## config.mk

```make
export PLATFORM = sky130hd
export DESIGN_NAME = imm_extend_pipe
export DESIGN_NICKNAME = d
export VERILOG_FILES = /design/src/rtl/ext_pkg.sv /design/src/rtl/ext_skid_buf.sv /design/src/rtl/imm_extend_pipe.sv
export SDC_FILE = /design/constraint.sdc
export NUM_CORES = 1
export LEC_CHECK = 0
export BUFFER_PORTS_ARGS = -buffer_cell sky130_fd_sc_hd__buf_2
export CORE_MARGIN = 4
export CORE_UTILIZATION = 57
export CTS_CLUSTER_DIAMETER = 40
export CTS_CLUSTER_SIZE = 12
export DETAILED_ROUTE_END_ITERATION = 10
export PLACE_DENSITY = 0.8
export SKIP_CTS_REPAIR_TIMING = 1
export SYNTH_ARGS = -nofsm -noshare
export SYNTH_HDL_FRONTEND = slang
export SYNTH_HIERARCHICAL = 1
export SYNTH_SLANG_ARGS = --single-unit
```

## constraint.sdc

```tcl
create_clock -name clk -period 1.99 [get_ports clk]
set_input_delay 0.398 -clock clk [delete_from_list [all_inputs] [get_ports clk]]
set_output_delay 0.398 -clock clk [all_outputs]
set_load 0.03 [all_outputs]
```

## src/rtl/ext_pkg.sv

```systemverilog
// Shared encodings for the immediate-extension pipe: extension modes and skid-buffer states.
// No logic; imported by the datapath and the buffer.
package ext_pkg;

  typedef enum logic [1:0] {
    MODE_ZERO   = 2'd0,
    MODE_SIGN   = 2'd1,
    MODE_BRANCH = 2'd2,
    MODE_UPPER  = 2'd3
  } ext_mode_e;

  typedef enum logic [1:0] {
    ST_EMPTY = 2'd0,
    ST_ONE   = 2'd1,
    ST_FULL  = 2'd2
  } buf_state_e;

  localparam int MODE_W = 2;

endpackage

```

## src/rtl/ext_skid_buf.sv

```systemverilog
// Two-entry skid buffer (main + skid register), 1-cycle latency, full throughput.
// in_ready is registered and drops only when both entries hold data.
module ext_skid_buf
  import ext_pkg::*;
#(
  parameter int W = 34
) (
  input  logic         clk,
  input  logic         rst_n,
  input  logic         in_valid,
  output logic         in_ready,
  input  logic [W-1:0] in_data,
  output logic         out_valid,
  input  logic         out_ready,
  output logic [W-1:0] out_data
);

  buf_state_e   state;
  logic [W-1:0] main_q;
  logic [W-1:0] skid_q;
  logic         in_ready_q;
  logic         out_valid_q;
  logic         in_xfer;
  logic         out_xfer;

  assign in_xfer   = in_valid && in_ready_q;
  assign out_xfer  = out_valid_q && out_ready;
  assign in_ready  = in_ready_q;
  assign out_valid = out_valid_q;
  assign out_data  = main_q;

  always_ff @(posedge clk or negedge rst_n) begin
    if (!rst_n) begin
      state       <= ST_EMPTY;
      main_q      <= '0;
      skid_q      <= '0;
      in_ready_q  <= 1'b0;
      out_valid_q <= 1'b0;
    end else begin
      // in_ready for next cycle is low only when this edge leaves us FULL
      in_ready_q <= 1'b1;
      case (state)
        ST_EMPTY: begin
          if (in_xfer) begin
            main_q      <= in_data;
            out_valid_q <= 1'b1;
            state       <= ST_ONE;
          end
        end
        ST_ONE: begin
          if (in_xfer && out_xfer) begin
            main_q <= in_data;
          end else if (in_xfer) begin
            skid_q     <= in_data;
            state      <= ST_FULL;
            in_ready_q <= 1'b0;
          end else if (out_xfer) begin
            out_valid_q <= 1'b0;
            state       <= ST_EMPTY;
          end
        end
        ST_FULL: begin
          if (out_xfer) begin
            main_q <= skid_q;
            state  <= ST_ONE;
          end else begin
            in_ready_q <= 1'b0;
          end
        end
        default: begin
          out_valid_q <= 1'b0;
          state       <= ST_EMPTY;
        end
      endcase
    end
  end

endmodule

```

## src/rtl/imm_extend_pipe.sv

```systemverilog
// Immediate extender (zero/sign/branch/upper) feeding a two-entry skid buffer.
// 1-cycle latency, one word per cycle; stalls via registered in_ready when the buffer fills.
module imm_extend_pipe
  import ext_pkg::*;
#(
  parameter int IN_W  = 16,
  parameter int OUT_W = 32,
  parameter int SHAMT = 2
) (
  input  logic              clk,
  input  logic              rst_n,
  input  logic              in_valid,
  output logic              in_ready,
  input  logic [IN_W-1:0]   in_imm,
  input  logic [1:0]        in_mode,
  output logic              out_valid,
  input  logic              out_ready,
  output logic [OUT_W-1:0]  out_data,
  output logic [1:0]        out_mode
);

  localparam int PAD_W = OUT_W - IN_W;

  logic [OUT_W-1:0]        sign_ext;
  logic [OUT_W-1:0]        ext_data;
  logic [OUT_W+MODE_W-1:0] buf_in;
  logic [OUT_W+MODE_W-1:0] buf_out;

  assign sign_ext = {{PAD_W{in_imm[IN_W-1]}}, in_imm};

  always_comb begin
    ext_data = '0;
    case (ext_mode_e'(in_mode))
      MODE_ZERO:   ext_data = {{PAD_W{1'b0}}, in_imm};
      MODE_SIGN:   ext_data = sign_ext;
      MODE_BRANCH: ext_data = sign_ext << SHAMT;
      MODE_UPPER:  ext_data = {in_imm, {PAD_W{1'b0}}};
      default:     ext_data = '0;
    endcase
  end

  // Mode travels with the result so out_mode always matches out_data
  assign buf_in = {in_mode, ext_data};

  ext_skid_buf #(
    .W(OUT_W + MODE_W)
  ) u_buf (
    .clk       (clk),
    .rst_n     (rst_n),
    .in_valid  (in_valid),
    .in_ready  (in_ready),
    .in_data   (buf_in),
    .out_valid (out_valid),
    .out_ready (out_ready),
    .out_data  (buf_out)
  );

  assign out_data = buf_out[OUT_W-1:0];
  assign out_mode = buf_out[OUT_W+MODE_W-1:OUT_W];

endmodule

```

==> results of run 1 <==
[cells in the mapped netlist, types with 5 or more instances]
master	instances	area, µm²
sky130_fd_sc_hd__a21oi_1	37	185.2
sky130_fd_sc_hd__a22o_1	14	122.6
sky130_fd_sc_hd__buf_2	12	60.06
sky130_fd_sc_hd__clkbuf_1	6	22.52
sky130_fd_sc_hd__dfrtp_1	72	1802
sky130_fd_sc_hd__ha_1	5	62.56
sky130_fd_sc_hd__mux2_2	34	382.9
sky130_fd_sc_hd__mux2i_1	49	490.5
sky130_fd_sc_hd__nand2_1	5	18.77
sky130_fd_sc_hd__nor2_1	37	138.9
sky130_fd_sc_hd__o21ai_1	5	25.02
sky130_fd_sc_hd__o21ai_2	10	87.58
[kinds of logic (layout without fill, tap and decap cells)]
group | Yosys count | in the layout | share of synthesized area
adders and majority gates | 5 | 5 | 0.01700
and+or+nand+nor | 53 | 53 | 0.06698
AOI/OAI and AO/OA | 78 | 78 | 0.1428
buffers and inverters | 31 | 89 | 0.04624
muxes | 83 | 83 | 0.2373
DFF | 72 | 72 | 0.4896
[per-stage QoR]
step	utilization	TNS (ps)
after CTS	0.6625	-28.06
final	0.6732	0
after detailed placement	0.6352	0
after floorplan	-	0
after global routing	0.6732	-132.7
after global placement	0.6352	0
[critical path, cell delays in order (launching register included)]
cell,delay [ps]
sky130_fd_sc_hd__dfrtp_1,380
sky130_fd_sc_hd__buf_4,150
sky130_fd_sc_hd__ha_1,320
sky130_fd_sc_hd__a2111oi_4,390
sky130_fd_sc_hd__buf_4,220
sky130_fd_sc_hd__buf_12,150
sky130_fd_sc_hd__nor2_1,50
sky130_fd_sc_hd__a21oi_1,120
[flip-flops by register name (all words and copies together) (netlist names)]
signal,flops
u_buf/in_ready,1
u_buf/out_data,34
u_buf/out_valid,1
u_buf/skid_q,34
u_buf/state,2
[area by class of cell]
class	count	area (µm²)
clock inverters	3	17.52
multi-input cells	219	1710
fillers	493	2063
flip-flops and latches	72	1802
clock buffers	12	155.1
repair buffers	69	450.4
well taps	77	96.34
inverters	5	18.77
[how the worst min path moves through the flow]
stage                     start                  to  slack [ps]
final                     rst_n  u_buf/out_data[25]          70
after detailed placement  rst_n    u_buf/skid_q[25]         460
after global routing      rst_n  u_buf/out_data[29]          90
after CTS                 rst_n    u_buf/skid_q[25]          70
after global placement    rst_n  u_buf/out_data[23]         460
after floorplan           rst_n      u_buf/in_ready         100
[per-layer routing]
metal  up-vias  track usage  part of all wire
met5         -            0                 0
met4         0      0.06593             0.019
met3         9      0.05307             0.043
met2        48       0.3127              0.47
met1      1251       0.2774              0.47
li1       1264            -                 -
[report_power, final]
| group | internal [W] | leakage, nW | switching [W] |
|---|---|---|---|
| logic | 0.00162 | 0.979 | 0.00238 |
| clock network | 0.000510 | 0.0882 | 0.000518 |
| registers | 0.00222 | 0.867 | 0.000378 |
==> reports/qor.yml, run 1 <==
route:
  route.final.wire_length_um: 7651
  drt-initial-drc-count: 133
  postRouteAntennaNets: 0
  detailedRoute.firstPassIterationCount: 4
  drc_errors: 0
  viasPerCell: 5.628
  dr_total_vias: 2572
  routed_wire_length_per_instance_um: 16.74
timing:
  worst-slew-pin-transition_ps: 463.0
  fin_worst_hold_slack_ps: 69.45
  max_freq_ghz: 0.5350
  fin_ws_ps: 121.0
  hold_violations: 0
  setup_viol: 0
  timing.final.crit_share: 0.9392
  final.min_clock_period_ps: 1869
  finalClockSkew_ps: 5.188
  slew-limit-headroom: 0.6885
  finalMaxSlewViolations: 0
yosys:
  yosys_register_bits: 72
  share_of_synthesized_registers_carrying_an_async_set_or_reset: 1.000
  synth_enable_flop_cells: 0
  synthesis.area_per_instance_um2: 11.43
  synthCells: 322
  ys.flop_type: "sky130_fd_sc_hd__dfrtp_1"
  yosysWarningCount: 6
  syn_nets: 349
  synth.lib_cells_used.distinct: 33
  synth_sequential_area_ratio: 0.4896
  synth.cell_area_um2: 3680
cts:
  worst_setup_hold_path_clk_slew_ps: 70
  clock_tree.buffer_depth: 2
  cts_sinks: 72
  worst_skew_pair.late_latency_ps: 340
  h-tree-depth: 3
  tritoncts: "yes"
  clk_root_buffer_cell: "sky130_fd_sc_hd__clkbuf_8"
  cts_buffers: 9
placed_design:
  port_buffers: 57
  placedInstanceArea_um2: 4010
  dp_slack_ps: 13.12
  gp_congestion: 0.8088
  dp_hpwl_um: 5039
  place_inst: 438
min_path:
  min_path_type: "in -> async"
global_routing:
  grtUsageTotal: 0.2016
  grt_pass1_vias: 2492
  grt_max_degree: 73
  grt_antenna_before_repair: 0
  grt_pass1_wl_um: 12020
  global_route.overflow_total: 0
finish:
  final_layout_size_suffix_gt1_frac: 0.3526
  finish.net_count: 403
  final_common_cell: "sky130_fd_sc_hd__dfrtp_1"
  postLayoutCellArea_um2: 4250
  n_diodes: 0
  layout-area-overhead-vs-synth_pct: 15.51
  layout.cells.non_filler: 457
  layout.cells.most_common_list: "sky130_fd_sc_hd__dfrtp_1 (72), sky130_fd_sc_hd__buf_2 (57), sky130_fd_sc_hd__mux2i_1 (49)"
floorplanning:
  initial_core_util: 0.5828
  core_footprint_um2: 6314
  placement_rows: 29
  die_y_extent_um: 88.35
  design.die.area_um2: 7805
  die_width_um: 88.35
  ios: 58
critical_path:
  critical_path_peak_fanout: 17
  worst_setup_path_endpoint: "u_buf/out_data[8]"
  ff2ff_path_depth: 7
  worst_setup_path_end_kind: "register"
  worstPathRequired_ps: 2260
  start_kind: "register"
  critical_path.reg2reg.startpoint: "u_buf/state[0]"
  setup.worst_path.start: "u_buf/state[0]"
  regToRegSetupSlack_ps: 120
  timing.rr.end: "u_buf/out_data[8]"
  timing_worst_setup_path_type: "reg -> reg"
  timing.critical_path.arrival_ps: 2140
pwr:
  pleak_nw: 1.935
  peakVddDrop_mv: 1.163
  report.power.total_w: 0.007626
  cellPowerDensity_nw_per_um2: 1794
outcome:
  run_status: "completed"
run:
  cap_viol_max_count: 0
Note: power is estimated with default switching activity, not from simulation.
==> run 2: changes to the inputs <==
SETUP_SLACK_MARGIN = 0.5   (was unset)
==> run 2 against run 1 <==
Register-to-register slack gained 130 ps. Clock skew down 2.2 ps. Clock power is 8% higher. Combinational power increased by 23%. Utilization rose by 5.6 points. Cell area is 8.4% higher. Hold slack better by 4.1 ps. Maximum frequency grew 7.7%. Wire length rose by 15%. First-iteration DRC count rose by 29%. Critical path type unchanged. Largest cell class is now multi-input gates.
==> reports/qor.yml, run 2 (synthesis gave the netlist of run 1 again) <==
outcome:
  run_status: "completed"
pwr:
  cellPowerDensity_nw_per_um2: 1893
  pleak_nw: 2.075
  peakVddDrop_mv: 1.178
finish:
  final_layout_size_suffix_gt1_frac: 0.4278
  layout.cells.most_common_list: "sky130_fd_sc_hd__dfrtp_1 (68), sky130_fd_sc_hd__buf_2 (57), sky130_fd_sc_hd__mux2i_1 (49)"
  n_diodes: 0
  layout-area-overhead-vs-synth_pct: 25.16
  final_common_cell: "sky130_fd_sc_hd__dfrtp_1"
  finish.net_count: 411
critical_path:
  critical_path_peak_fanout: 8
  timing.critical_path.arrival_ps: 2000
  critical_path.reg2reg.startpoint: "u_buf/state[0]"
  timing_worst_setup_path_type: "reg -> reg"
  regToRegSetupSlack_ps: 250
  start_kind: "register"
  ff2ff_path_depth: 8
  timing.rr.end: "u_buf/out_data[15]"
  worstPathRequired_ps: 2250
  worst_setup_path_end_kind: "register"
  setup.worst_path.start: "u_buf/state[0]"
route:
  postRouteAntennaNets: 0
  viasPerCell: 5.841
  routed_wire_length_per_instance_um: 18.98
  route.final.wire_length_um: 8826
  drc_errors: 0
  detailedRoute.firstPassIterationCount: 6
  drt-initial-drc-count: 172
  dr_total_vias: 2716
timing:
  timing.final.crit_share: 0.8720
  worst-slew-pin-transition_ps: 402.3
  hold_violations: 0
  finalMaxSlewViolations: 0
  fin_worst_hold_slack_ps: 73.55
  setup_viol: 0
  max_freq_ghz: 0.5763
  grt_setup_unrepaired: "true"
  setup_tns_final_ps: 0
  slew-limit-headroom: 0.7241
  final.min_clock_period_ps: 1735
  finalClockSkew_ps: 3.013
floorplanning:
  placement_rows: 29
  ios: 58
  die_y_extent_um: 88.35
  die_width_um: 88.35
  core_footprint_um2: 6314
  initial_core_util: 0.5828
  design.die.area_um2: 7805
cts:
  worst_setup_hold_path_clk_slew_ps: 70
  clk_root_buffer_cell: "sky130_fd_sc_hd__clkbuf_8"
  tritoncts: "yes"
  cts_buffers: 9
  clock_tree.buffer_depth: 2
  worst_skew_pair.late_latency_ps: 340
  cts_sinks: 72
  h-tree-depth: 3
global_routing:
  grt_antenna_before_repair: 0
  grt_max_degree: 73
  grt_pass1_vias: 2394
  grt_pass1_wl_um: 11700
  global_route.overflow_total: 0
  grtUsageTotal: 0.1969
placed_design:
  port_buffers: 57
  gp_congestion: 0.8217
  dp_hpwl_um: 5021
run:
  cap_viol_max_count: 0
min_path:
  min_path_type: "in -> async"
## run 2: worst max-delay path, stage by stage (launching register included)
cell and delay (ps):
sky130_fd_sc_hd__dfrtp_2 410, sky130_fd_sc_hd__inv_2 70, sky130_fd_sc_hd__ha_4 160, sky130_fd_sc_hd__a21boi_4 140, sky130_fd_sc_hd__a2111oi_4 290, sky130_fd_sc_hd__buf_6 230, sky130_fd_sc_hd__clkbuf_16 190, sky130_fd_sc_hd__nor2_1 50
sky130_fd_sc_hd__a21oi_1 110
## run 2: worst max-delay path by stage
stage	end	depth (start not counted)
2_1_floorplan	u_buf/out_data[10]	6
3_3_place_gp	u_buf/out_data[26]	7
3_5_place_dp	u_buf/out_data[23]	7
4_1_cts	u_buf/out_data[23]	7
5_1_grt	u_buf/out_data[28]	8
6_report	u_buf/out_data[15]	8
## run 2: report_power, final
group / internal (W) / total (W) / switching, W
logic: 0.00219 / 0.00493 / 0.00274
clock network: 0.000600 / 0.00111 / 0.000506
registers: 0.00223 / 0.00269 / 0.000456
total: 0.00501 / 0.00872 / 0.00370
## run 2: area by class of cell
type	count	area, µm²
multi-input combinational	219	1841
sequential	72	1807
fill	431	1708
timing repair buffer	77	656.9
clock buffer	11	141.4
tap	77	96.34
clock inverter	4	45.04
inverter	5	18.77
## run 2: through the flow
step	cell area (µm²)	std cells	setup WS (ps)	util	power, W
3_5_place_dp	4043	438	58.64	0.6403	0.006422
4_1_cts	4229	453	38.89	0.6698	0.007534
6_report	4606	465	254.8	0.7295	0.008719
2_1_floorplan	3732	322	318.5	-	0.005554
3_3_place_gp	4043	438	171.5	0.6403	0.006262
5_1_grt	4606	465	171.5	0.7295	0.009277
## run 2: metal layers
layer	up-vias	GRT usage	part of all wire
met5	-	0	0
met4	0	0.05769	0.015
met3	13	0.05307	0.045
met2	64	0.3052	0.51
met1	1360	0.2734	0.43
li1	1279	-	-
